`config.mk`:
```
export PLATFORM = sky130hd
export DESIGN_NAME = demux13x32_reg_flat
export DESIGN_NICKNAME = d
export VERILOG_FILES = /design/src/rtl/demux13x32_reg_pkg.sv /design/src/rtl/demux13x32_reg_if.sv /design/src/rtl/demux13x32_reg_slot.sv /design/src/rtl/demux13x32_reg.sv /design/src/flat_wrapper.sv
export SDC_FILE = /design/constraint.sdc
export NUM_CORES = 1
export LEC_CHECK = 0
export CAP_MARGIN = 0
export CORE_AREA = 2 2 86 109
export CTS_BUF_LIST = sky130_fd_sc_hd__clkbuf_4 sky130_fd_sc_hd__clkbuf_8 sky130_fd_sc_hd__clkbuf_16
export DETAILED_ROUTE_END_ITERATION = 10
export DIE_AREA = 0 0 88 111
export HOLD_SLACK_MARGIN = 0.1
export PLACE_DENSITY = 0.82
export RECOVER_POWER = 25
export SYNTH_ARGS = -nofsm -noshare
export SYNTH_HDL_FRONTEND = slang
export SYNTH_HIERARCHICAL = 1
export SYNTH_SLANG_ARGS = --single-unit
export TNS_END_PERCENT = 5
```
`constraint.sdc`:
```
create_clock -name clk -period 2.25 [get_ports clk]
set_input_delay 0.45 -clock clk [delete_from_list [all_inputs] [get_ports clk]]
set_output_delay 0.45 -clock clk [all_outputs]
set_load 0.01 [all_outputs]
```
`src/rtl/demux13x32_reg_pkg.sv`:
```
// Shared types for the registered 1-to-3 word demultiplexer: select codes,
// slot states and default widths.
package demux_pkg;
  localparam int unsigned DEMUX_W  = 32;
  localparam int unsigned DEMUX_CW = 16;

  typedef enum logic [1:0] {
    SEL_A   = 2'b00,
    SEL_B   = 2'b01,
    SEL_C   = 2'b10,
    SEL_BAD = 2'b11
  } sel_e;

  typedef enum logic {
    SLOT_EMPTY = 1'b0,
    SLOT_FULL  = 1'b1
  } slot_e;
endpackage

```
`src/rtl/demux13x32_reg_if.sv`:
```
// Input stream and three output channels of demux13x32_reg.
// Counter signals exist only when DEMUX_CNT_EN is defined.
interface demux13x32_reg_if #(
  parameter int unsigned W  = demux_pkg::DEMUX_W
`ifdef DEMUX_CNT_EN
 ,parameter int unsigned CW = demux_pkg::DEMUX_CW
`endif
);
  logic         in_valid;
  logic         in_ready;
  logic [W-1:0] in_data;
  logic [1:0]   in_sel;
  logic         a_valid, b_valid, c_valid;
  logic         a_ready, b_ready, c_ready;
  logic [W-1:0] a_data, b_data, c_data;
  logic         err;
`ifdef DEMUX_CNT_EN
  logic [CW-1:0] a_cnt, b_cnt, c_cnt;
`endif

  modport master (
    output in_valid, in_data, in_sel, a_ready, b_ready, c_ready,
    input  in_ready, a_valid, b_valid, c_valid, a_data, b_data, c_data, err
`ifdef DEMUX_CNT_EN
   ,input  a_cnt, b_cnt, c_cnt
`endif
  );

  modport slave (
    input  in_valid, in_data, in_sel, a_ready, b_ready, c_ready,
    output in_ready, a_valid, b_valid, c_valid, a_data, b_data, c_data, err
`ifdef DEMUX_CNT_EN
   ,output a_cnt, b_cnt, c_cnt
`endif
  );
endinterface

```
`src/rtl/demux13x32_reg_slot.sv`:
```
// One-entry output holding register with valid/ready drain.
// Optional drain counter guarded by DEMUX_CNT_EN.
module demux_slot
  import demux_pkg::*;
#(
  parameter int unsigned W  = DEMUX_W
`ifdef DEMUX_CNT_EN
 ,parameter int unsigned CW = DEMUX_CW
`endif
) (
  input  logic          clk,
  input  logic          reset,
  input  logic          wr_en,
  input  logic [W-1:0]  wr_data,
  output logic          valid,
  input  logic          ready,
  output logic [W-1:0]  data
`ifdef DEMUX_CNT_EN
 ,output logic [CW-1:0] cnt
`endif
);
  slot_e        r_state;
  slot_e        w_state_nxt;
  logic [W-1:0] r_data;
  logic         w_drain;

  assign w_drain = (r_state == SLOT_FULL) && ready;

  // A write wins over a drain, so drain+write keeps the slot full.
  always_comb begin
    w_state_nxt = r_state;
    if (wr_en)
      w_state_nxt = SLOT_FULL;
    else if (w_drain)
      w_state_nxt = SLOT_EMPTY;
  end

  always_ff @(posedge clk) begin
    if (reset) begin
      r_state <= SLOT_EMPTY;
      r_data  <= '0;
    end else begin
      r_state <= w_state_nxt;
      if (wr_en)
        r_data <= wr_data;
    end
  end

  assign valid = (r_state == SLOT_FULL);
  assign data  = r_data;

`ifdef DEMUX_CNT_EN
  logic [CW-1:0] r_cnt;

  always_ff @(posedge clk) begin
    if (reset)
      r_cnt <= '0;
    else if (w_drain)
      r_cnt <= r_cnt + 1'b1;
  end

  assign cnt = r_cnt;
`endif
endmodule

```
`src/rtl/demux13x32_reg.sv`:
```
// Registered 1-to-3 word demultiplexer: select decode, in_ready mux, sticky err.
// Optional per-channel drain counters with DEMUX_CNT_EN.
module demux13x32_reg
  import demux_pkg::*;
#(
  parameter int unsigned W  = DEMUX_W
`ifdef DEMUX_CNT_EN
 ,parameter int unsigned CW = DEMUX_CW
`endif
) (
  input logic             clk,
  input logic             reset,
  demux13x32_reg_if.slave bus
);
  sel_e       w_sel;
  logic       w_in_ready;
  logic       w_accept;
  logic [2:0] w_wr_en;
  logic       r_err;

  assign w_sel = sel_e'(bus.in_sel);

  always_comb begin
    w_in_ready = 1'b0;
    if (!reset) begin
      case (w_sel)
        SEL_A:   w_in_ready = !bus.a_valid || bus.a_ready;
        SEL_B:   w_in_ready = !bus.b_valid || bus.b_ready;
        SEL_C:   w_in_ready = !bus.c_valid || bus.c_ready;
        default: w_in_ready = 1'b1;
      endcase
    end
  end

  assign bus.in_ready = w_in_ready;
  assign w_accept     = bus.in_valid && w_in_ready;
  assign w_wr_en      = {w_accept && (w_sel == SEL_C),
                         w_accept && (w_sel == SEL_B),
                         w_accept && (w_sel == SEL_A)};

  always_ff @(posedge clk) begin
    if (reset)
      r_err <= 1'b0;
    else if (w_accept && (w_sel == SEL_BAD))
      r_err <= 1'b1;
  end

  assign bus.err = r_err;

  demux_slot #(
    .W (W)
`ifdef DEMUX_CNT_EN
   ,.CW(CW)
`endif
  ) u_slot_a (
    .clk    (clk),
    .reset  (reset),
    .wr_en  (w_wr_en[0]),
    .wr_data(bus.in_data),
    .valid  (bus.a_valid),
    .ready  (bus.a_ready),
    .data   (bus.a_data)
`ifdef DEMUX_CNT_EN
   ,.cnt    (bus.a_cnt)
`endif
  );

  demux_slot #(
    .W (W)
`ifdef DEMUX_CNT_EN
   ,.CW(CW)
`endif
  ) u_slot_b (
    .clk    (clk),
    .reset  (reset),
    .wr_en  (w_wr_en[1]),
    .wr_data(bus.in_data),
    .valid  (bus.b_valid),
    .ready  (bus.b_ready),
    .data   (bus.b_data)
`ifdef DEMUX_CNT_EN
   ,.cnt    (bus.b_cnt)
`endif
  );

  demux_slot #(
    .W (W)
`ifdef DEMUX_CNT_EN
   ,.CW(CW)
`endif
  ) u_slot_c (
    .clk    (clk),
    .reset  (reset),
    .wr_en  (w_wr_en[2]),
    .wr_data(bus.in_data),
    .valid  (bus.c_valid),
    .ready  (bus.c_ready),
    .data   (bus.c_data)
`ifdef DEMUX_CNT_EN
   ,.cnt    (bus.c_cnt)
`endif
  );
endmodule

```
`src/flat_wrapper.sv`:
```
// flat-port wrapper written by rule: the top's interface ports become plain ports
module demux13x32_reg_flat import demux_pkg::*;
#(
  parameter int unsigned W  = DEMUX_W

)
  (clk, reset, bus_in_valid, bus_in_data, bus_in_sel, bus_a_ready, bus_b_ready, bus_c_ready, bus_in_ready, bus_a_valid, bus_b_valid, bus_c_valid, bus_a_data, bus_b_data, bus_c_data, bus_err);
  demux13x32_reg_if #(.W(W)) bus_i ();
  input logic clk;
  input logic reset;
  input wire logic [$bits(bus_i.in_valid)-1:0] bus_in_valid;
  input wire logic [$bits(bus_i.in_data)-1:0] bus_in_data;
  input wire logic [$bits(bus_i.in_sel)-1:0] bus_in_sel;
  input wire logic [$bits(bus_i.a_ready)-1:0] bus_a_ready;
  input wire logic [$bits(bus_i.b_ready)-1:0] bus_b_ready;
  input wire logic [$bits(bus_i.c_ready)-1:0] bus_c_ready;
  output wire logic [$bits(bus_i.in_ready)-1:0] bus_in_ready;
  output wire logic [$bits(bus_i.a_valid)-1:0] bus_a_valid;
  output wire logic [$bits(bus_i.b_valid)-1:0] bus_b_valid;
  output wire logic [$bits(bus_i.c_valid)-1:0] bus_c_valid;
  output wire logic [$bits(bus_i.a_data)-1:0] bus_a_data;
  output wire logic [$bits(bus_i.b_data)-1:0] bus_b_data;
  output wire logic [$bits(bus_i.c_data)-1:0] bus_c_data;
  output wire logic [$bits(bus_i.err)-1:0] bus_err;
  assign bus_i.in_valid = bus_in_valid;
  assign bus_i.in_data = bus_in_data;
  assign bus_i.in_sel = bus_in_sel;
  assign bus_i.a_ready = bus_a_ready;
  assign bus_i.b_ready = bus_b_ready;
  assign bus_i.c_ready = bus_c_ready;
  assign bus_in_ready = bus_i.in_ready;
  assign bus_a_valid = bus_i.a_valid;
  assign bus_b_valid = bus_i.b_valid;
  assign bus_c_valid = bus_i.c_valid;
  assign bus_a_data = bus_i.a_data;
  assign bus_b_data = bus_i.b_data;
  assign bus_c_data = bus_i.c_data;
  assign bus_err = bus_i.err;
  demux13x32_reg #(.W(W)) u_core (.clk(clk), .reset(reset), .bus(bus_i));
endmodule
```
Yosys cells after proc, flatten, opt, wreduce, memory -nomap -nowiden
Cells that the tools add are included.

storage, ports and cells
  flip-flop bits (word level) = 100
  bits of input ports = 40
  output and inout bits = 101

cells by class
  equality and inequality tests = 3
  muxes and demuxes = 8
  reduce and logical (&&, ||, !) cells = 18

operators with widths
  cell                                            count
  logical AND 1 bit                               8
  two-way mux 1 bit                               7
  nonzero test 2 bit                              3
  == test 2 bit (second input constant)           2
  logical NOT 1 bit                               3
  logical OR 1 bit                                3
  case mux 1 bit (3 select lines)                 1
  == test 2 x 1 -> 1 bit (second input constant)  1
  logical NOT 2 bit                               1

Longest topological paths before layout
  depth in word-level cells = 7
  mapped depth = 6
  depth with buffers taken out = 4

By module
The synthesis kept the hierarchy.

modules (own cells, without submodules)
  module          times used  cells an instance  area each (µm²)  seq. area each (µm²)
  demux_slot      3           108                1,204.9          660.6
  demux13x32_reg  1           14                 125.1            20.0

Worst setup path before layout
Ideal clock, no wire load.

  kind = input -> register
  start point = input reset
  end point = register u_core.u_slot_a.r_data[10] (netlist: u_core/u_slot_a/data[10])
  setup time = 0.128 ns
  data arrival time = 1.593 ns
  path slack = 0.529 ns
  cell stages on the path = 6
  path buffers = 2
  cells stage by stage = nand2b_4 -> a2111oi_0 -> buf_6 -> buf_12 -> mux2i_1 -> nor2_1

between the ends
  word-level cells in the longest chain between the ends = 3

RTL lines
  what                         line                       text
  start, declared              flat_wrapper.sv:10         input logic reset;
  two-way mux 1 bit            demux13x32_reg.sv:25       if (!reset) begin
  logical AND 1 bit            demux13x32_reg.sv:36       assign w_accept = bus.in_valid && w_in_ready;
  logical AND 1 bit            demux13x32_reg.sv:39       w_accept && (w_sel == SEL_A)};
  named net u_core.w_wr_en[0]  demux13x32_reg.sv:18       logic [2:0] w_wr_en;
  end signal, assigned         demux13x32_reg_slot.sv:45  r_data <= wr_data;
  end, declared                demux13x32_reg_slot.sv:24  logic [W-1:0] r_data;

The timed path passes the listed nets, and every way through them passes these cells.
A chain may end at the register's enable or synchronous reset.

Worst setup path in the final report
  start point = input bus_in_sel[0]
  end point = output bus_in_ready

between the ends
  word-level cells in the longest chain between the ends = 3
  elaborated cells between the ends (all ways) = 5
  those cells by class = 2 x eq/ne; 2 x mux; 1 x reduce/logical

RTL lines
  what                                   line                  text
  start, declared                        flat_wrapper.sv:13    input wire logic [$bits(bus_i.in_sel)-1:0] bus_in_sel;
  == test 2 bit (tied with other cells)  demux13x32_reg.sv:26  case (w_sel)
  case mux 1 bit (3 select lines) *      demux13x32_reg.sv:26
  two-way mux 1 bit *                    demux13x32_reg.sv:25
  end, declared                          flat_wrapper.sv:17    output wire logic [$bits(bus_i.in_ready)-1:0] bus_in_ready;

Mark *: on every way between the ends. The rest lies on a longest branch, timed or not.

==> flow_summary.yaml <==
outcome:
  result_of_the_run: "completed"
route:
  firstDrtPassIters: 4
  drt-vias-per-instance: 4.66
  wire_per_inst_um: 14.2
  drt_iter0_markers: 57
  drt_wl_total_um: 8610
  drc: 0
  detail-route-antenna-nets: 0
  via_count: 2822
global_route:
  gr-usage-all-layers: 0.178
  grt_overflow_total: 0
  first_global_vias: 2851
  antenna_violations_before_repair: 0
  grt.met1_usage: 0.203
  grt.met2_usage: 0.287
  grtUsageMet3: 0.0715
  grt.busiest_layer: "met2"
  grt_pass1_wl_um: 13600
  grt_max_degree: 58
timing:
  clock.fmax_ghz: 0.457
  rsz0062_at_grt: "no"
  worstMarginPinSlew_ns: 0.556
  fin_skew_ns: 0.00514
  finalSetupViolations: 0
  post-route-period-util: 0.972
  holdWs_ns: 0.485
  max-slew-margin-rel: 0.629
  number_of_hold_violations_in_the_final_report: 0
  final.min_clock_period_ns: 2.19
  post-route-worst-setup-slack_ns: 0.0630
  slew_viol_final: 0
setup_path:
  critical_path.reg2reg.endpoint: "u_core/u_slot_b/data[25]"
  worst_reg_to_reg_cells: 6
  critPathRequiredTime_ns: 1.80
  reg2reg_slack_ns: 0.63
  critical_path_peak_fanout: 4
  critical_path.cell_chain: "clkdlybuf4s50_1 -> nor2b_1 -> a2111oi_2 -> dlygate4sd2_1"
  setup.worst_path.start_class: "input port"
  rr_startpoint: "u_core/u_slot_b/valid"
  critPathKind: "input port to output pin"
  timing.critical_path.slowest_cell_delay_ns: 0.46
  worst-endpoint-arrival_ns: 1.74
  cp-end-kind: "output pin"
  critPathSlowestCell: "sky130_fd_sc_hd__clkdlybuf4s50_1"
logic_synthesis:
  netlist_instances: 338
  synthTopCellsByArea: "sky130_fd_sc_hd__dfxtp_1, sky130_fd_sc_hd__mux2i_1, sky130_fd_sc_hd__nor2_1"
  synth_area_per_cell_sq_um: 11.1
  synth.top_cell.area_share: 0.535
  synth.largest_area_cell: "sky130_fd_sc_hd__dfxtp_1"
  yosysWarningCount: 6
  synth.net_count: 378
  mappedNetlistArea_sq_um: 3740
  sequential_fraction_of_the_synthesis_area: 0.535
  synth-seq-cells: 100
  synth.distinct_cells: 18
finish:
  area_growth_pct: 48.4
  n_antenna_cell: 0
  nets: 519
  multi_input_comb_area_sq_um: 1490
  finalInstanceArea_sq_um: 5550
  finish.cell_count_without_fillers: 605
  final.fill_count: 734
  postLayoutCoreUtil: 0.628
  drive_above_1_share: 0.0726
  final-seq-area_sq_um: 2000
placement:
  placed_instance_count: 591
  detailedPlacementHpwl_um: 5930
  numPortBuffers: 140
  preCtsSetupSlack_ns: -0.238
  detailed_place.area_sq_um: 5210
  place_congestion: 0.750
pwr:
  vdd_ir_drop_max_v: 0.000492
  static_power_due_to_leakage_nw: 2.10
  powerDensity_nw_per_um2: 693
floorplanning:
  dieWidth_um: 88
  initial_standard_cell_utilization_of_the_core: 0.423
  die-height_um: 111
  die-area_sq_um: 9770
  design.core.area_sq_um: 8830
  io_pins: 141
  fp-row-count: 39
clocking:
  clk_pin_slew_worst_paths_ns: 0.06
  cts_num_sinks: 100
  worst_skew_pair.late_latency_ns: 0.34
  tritoncts: "built"
  h_tree_depth: 3
  cts-root-to-sink-buffers: 2
  root_buffer: "sky130_fd_sc_hd__clkbuf_16"
  cts-buffers-inserted: 9
min_path:
  timing.hold.worst_path_depth: 2
  worst_hold_endpoint: "u_core/u_slot_b/data[15]"
  holdCritStartpoint: "u_core/u_slot_b/data[15]"
  hold_path_class: "flip-flop to flip-flop"
run:
  drv_cap: 0
## final cells by class
type / instances / area share
sequential: 100 / 0.361
timing repair buffer: 154 / 0.282
multi-input combinational: 210 / 0.268
clock buffer: 9 / 0.0406
tap: 123 / 0.0277
clock inverter: 5 / 0.0185
inverter: 4 / 0.00271
## sequential cells by signal, summed over array words and instances, names as in the netlist
| register | count |
|---|---|
| u_core/u_slot_b/valid | 1 |
| u_core/bus.err | 1 |
| u_core/u_slot_a/data | 32 |
| u_core/u_slot_b/data | 32 |
| u_core/u_slot_a/valid | 1 |
| u_core/u_slot_c/valid | 1 |
| u_core/u_slot_c/data | 32 |
## cells in the final DEF, fill, tap and decap left out
cell,netlist,routed
sky130_fd_sc_hd__dfxtp_1,100,100
sky130_fd_sc_hd__nand2b_1,3,3
sky130_fd_sc_hd__buf_12,9,5
sky130_fd_sc_hd__mux2i_1,96,96
sky130_fd_sc_hd__clkinv_2,0,1
sky130_fd_sc_hd__dlygate4sd2_1,0,1
sky130_fd_sc_hd__buf_4,0,9
sky130_fd_sc_hd__nor3b_2,0,1
sky130_fd_sc_hd__nor4b_2,0,1
sky130_fd_sc_hd__clkinvlp_4,0,1
sky130_fd_sc_hd__bufinv_16,0,3
sky130_fd_sc_hd__nor4bb_1,1,1
sky130_fd_sc_hd__dlygate4sd3_1,0,49
sky130_fd_sc_hd__a2111oi_2,1,2
sky130_fd_sc_hd__nor2b_1,3,3
sky130_fd_sc_hd__clkdlybuf4s50_1,0,89
sky130_fd_sc_hd__nor2_1,97,97
sky130_fd_sc_hd__a21oi_1,3,3
sky130_fd_sc_hd__nand2b_4,1,1
sky130_fd_sc_hd__inv_1,4,4
sky130_fd_sc_hd__clkbuf_16,0,9
sky130_fd_sc_hd__a31oi_1,1,1
sky130_fd_sc_hd__buf_2,6,1
sky130_fd_sc_hd__nor4b_4,0,1
## per-stage QoR
stage	TNS, ns	power, mW
4_1_cts	0	3.90
5_1_grt	0	3.99
3_5_place_dp	-0.335	2.21
2_1_floorplan	0	2.02
6_report	0	3.85
3_3_place_gp	-0.216	2.20
## worst max-delay path by stage
stage | startpoint | end
floorplan | reset | u_core/u_slot_a/data[10]
global placement | bus_in_sel[0] | bus_in_ready
detailed placement | bus_in_sel[0] | bus_in_ready
CTS | bus_in_sel[0] | bus_in_ready
global route | bus_in_sel[0] | bus_in_ready
finish | bus_in_sel[0] | bus_in_ready
## report_power, final
part / internal [mW] / total [mW] / switching, mW
sequential: 1.81 / 1.83 / 0.0195
combinational: 0.185 / 0.334 / 0.149
clock: 1.07 / 1.69 / 0.614
total: 3.07 / 3.85 / 0.783
## layer usage
| layer | share of wire | wire length (um) |
|---|---|---|
| met5 | 0 | 0 |
| met4 | 0.017 | 150 |
| met3 | 0.10 | 857 |
| met2 | 0.46 | 3990 |
| met1 | 0.42 | 3620 |
## Yosys cell counts
master / count
sky130_fd_sc_hd__a2111oi_0: 1
sky130_fd_sc_hd__a2111oi_2: 1
sky130_fd_sc_hd__a21oi_1: 3
sky130_fd_sc_hd__a31oi_1: 1
sky130_fd_sc_hd__buf_12: 9
sky130_fd_sc_hd__buf_2: 6
sky130_fd_sc_hd__buf_6: 3
sky130_fd_sc_hd__clkbuf_1: 6
sky130_fd_sc_hd__dfxtp_1: 100
sky130_fd_sc_hd__inv_1: 4
sky130_fd_sc_hd__mux2i_1: 96
sky130_fd_sc_hd__nand2b_1: 3
sky130_fd_sc_hd__nand2b_4: 1
sky130_fd_sc_hd__nor2_1: 97
sky130_fd_sc_hd__nor2b_1: 3
sky130_fd_sc_hd__nor3b_1: 1
sky130_fd_sc_hd__nor4b_1: 2
sky130_fd_sc_hd__nor4bb_1: 1
## logic make-up after synthesis
kind of cell | Yosys count | synth area share
simple gates | 108 | 0.120
flops | 100 | 0.535
mux | 96 | 0.257
buf+inv | 28 | 0.0753
compound gates | 6 | 0.0120
## worst max-delay path: cells and delay by family
family / cells / cell delay [ns]
buffers and inverters: 2 / 0.76
AOI/OAI and AO/OA: 1 / 0.34
and+or+nand+nor: 1 / 0.18
## timing repair
item | 4_1_cts | 5_1_grt
endpoints found under the setup margin | 1 | 1
hold buffers | 0 | 0
gates resized for setup | 2 | 1
setup buffers | 0 | 0
Power figures use the tool's default switching activity.
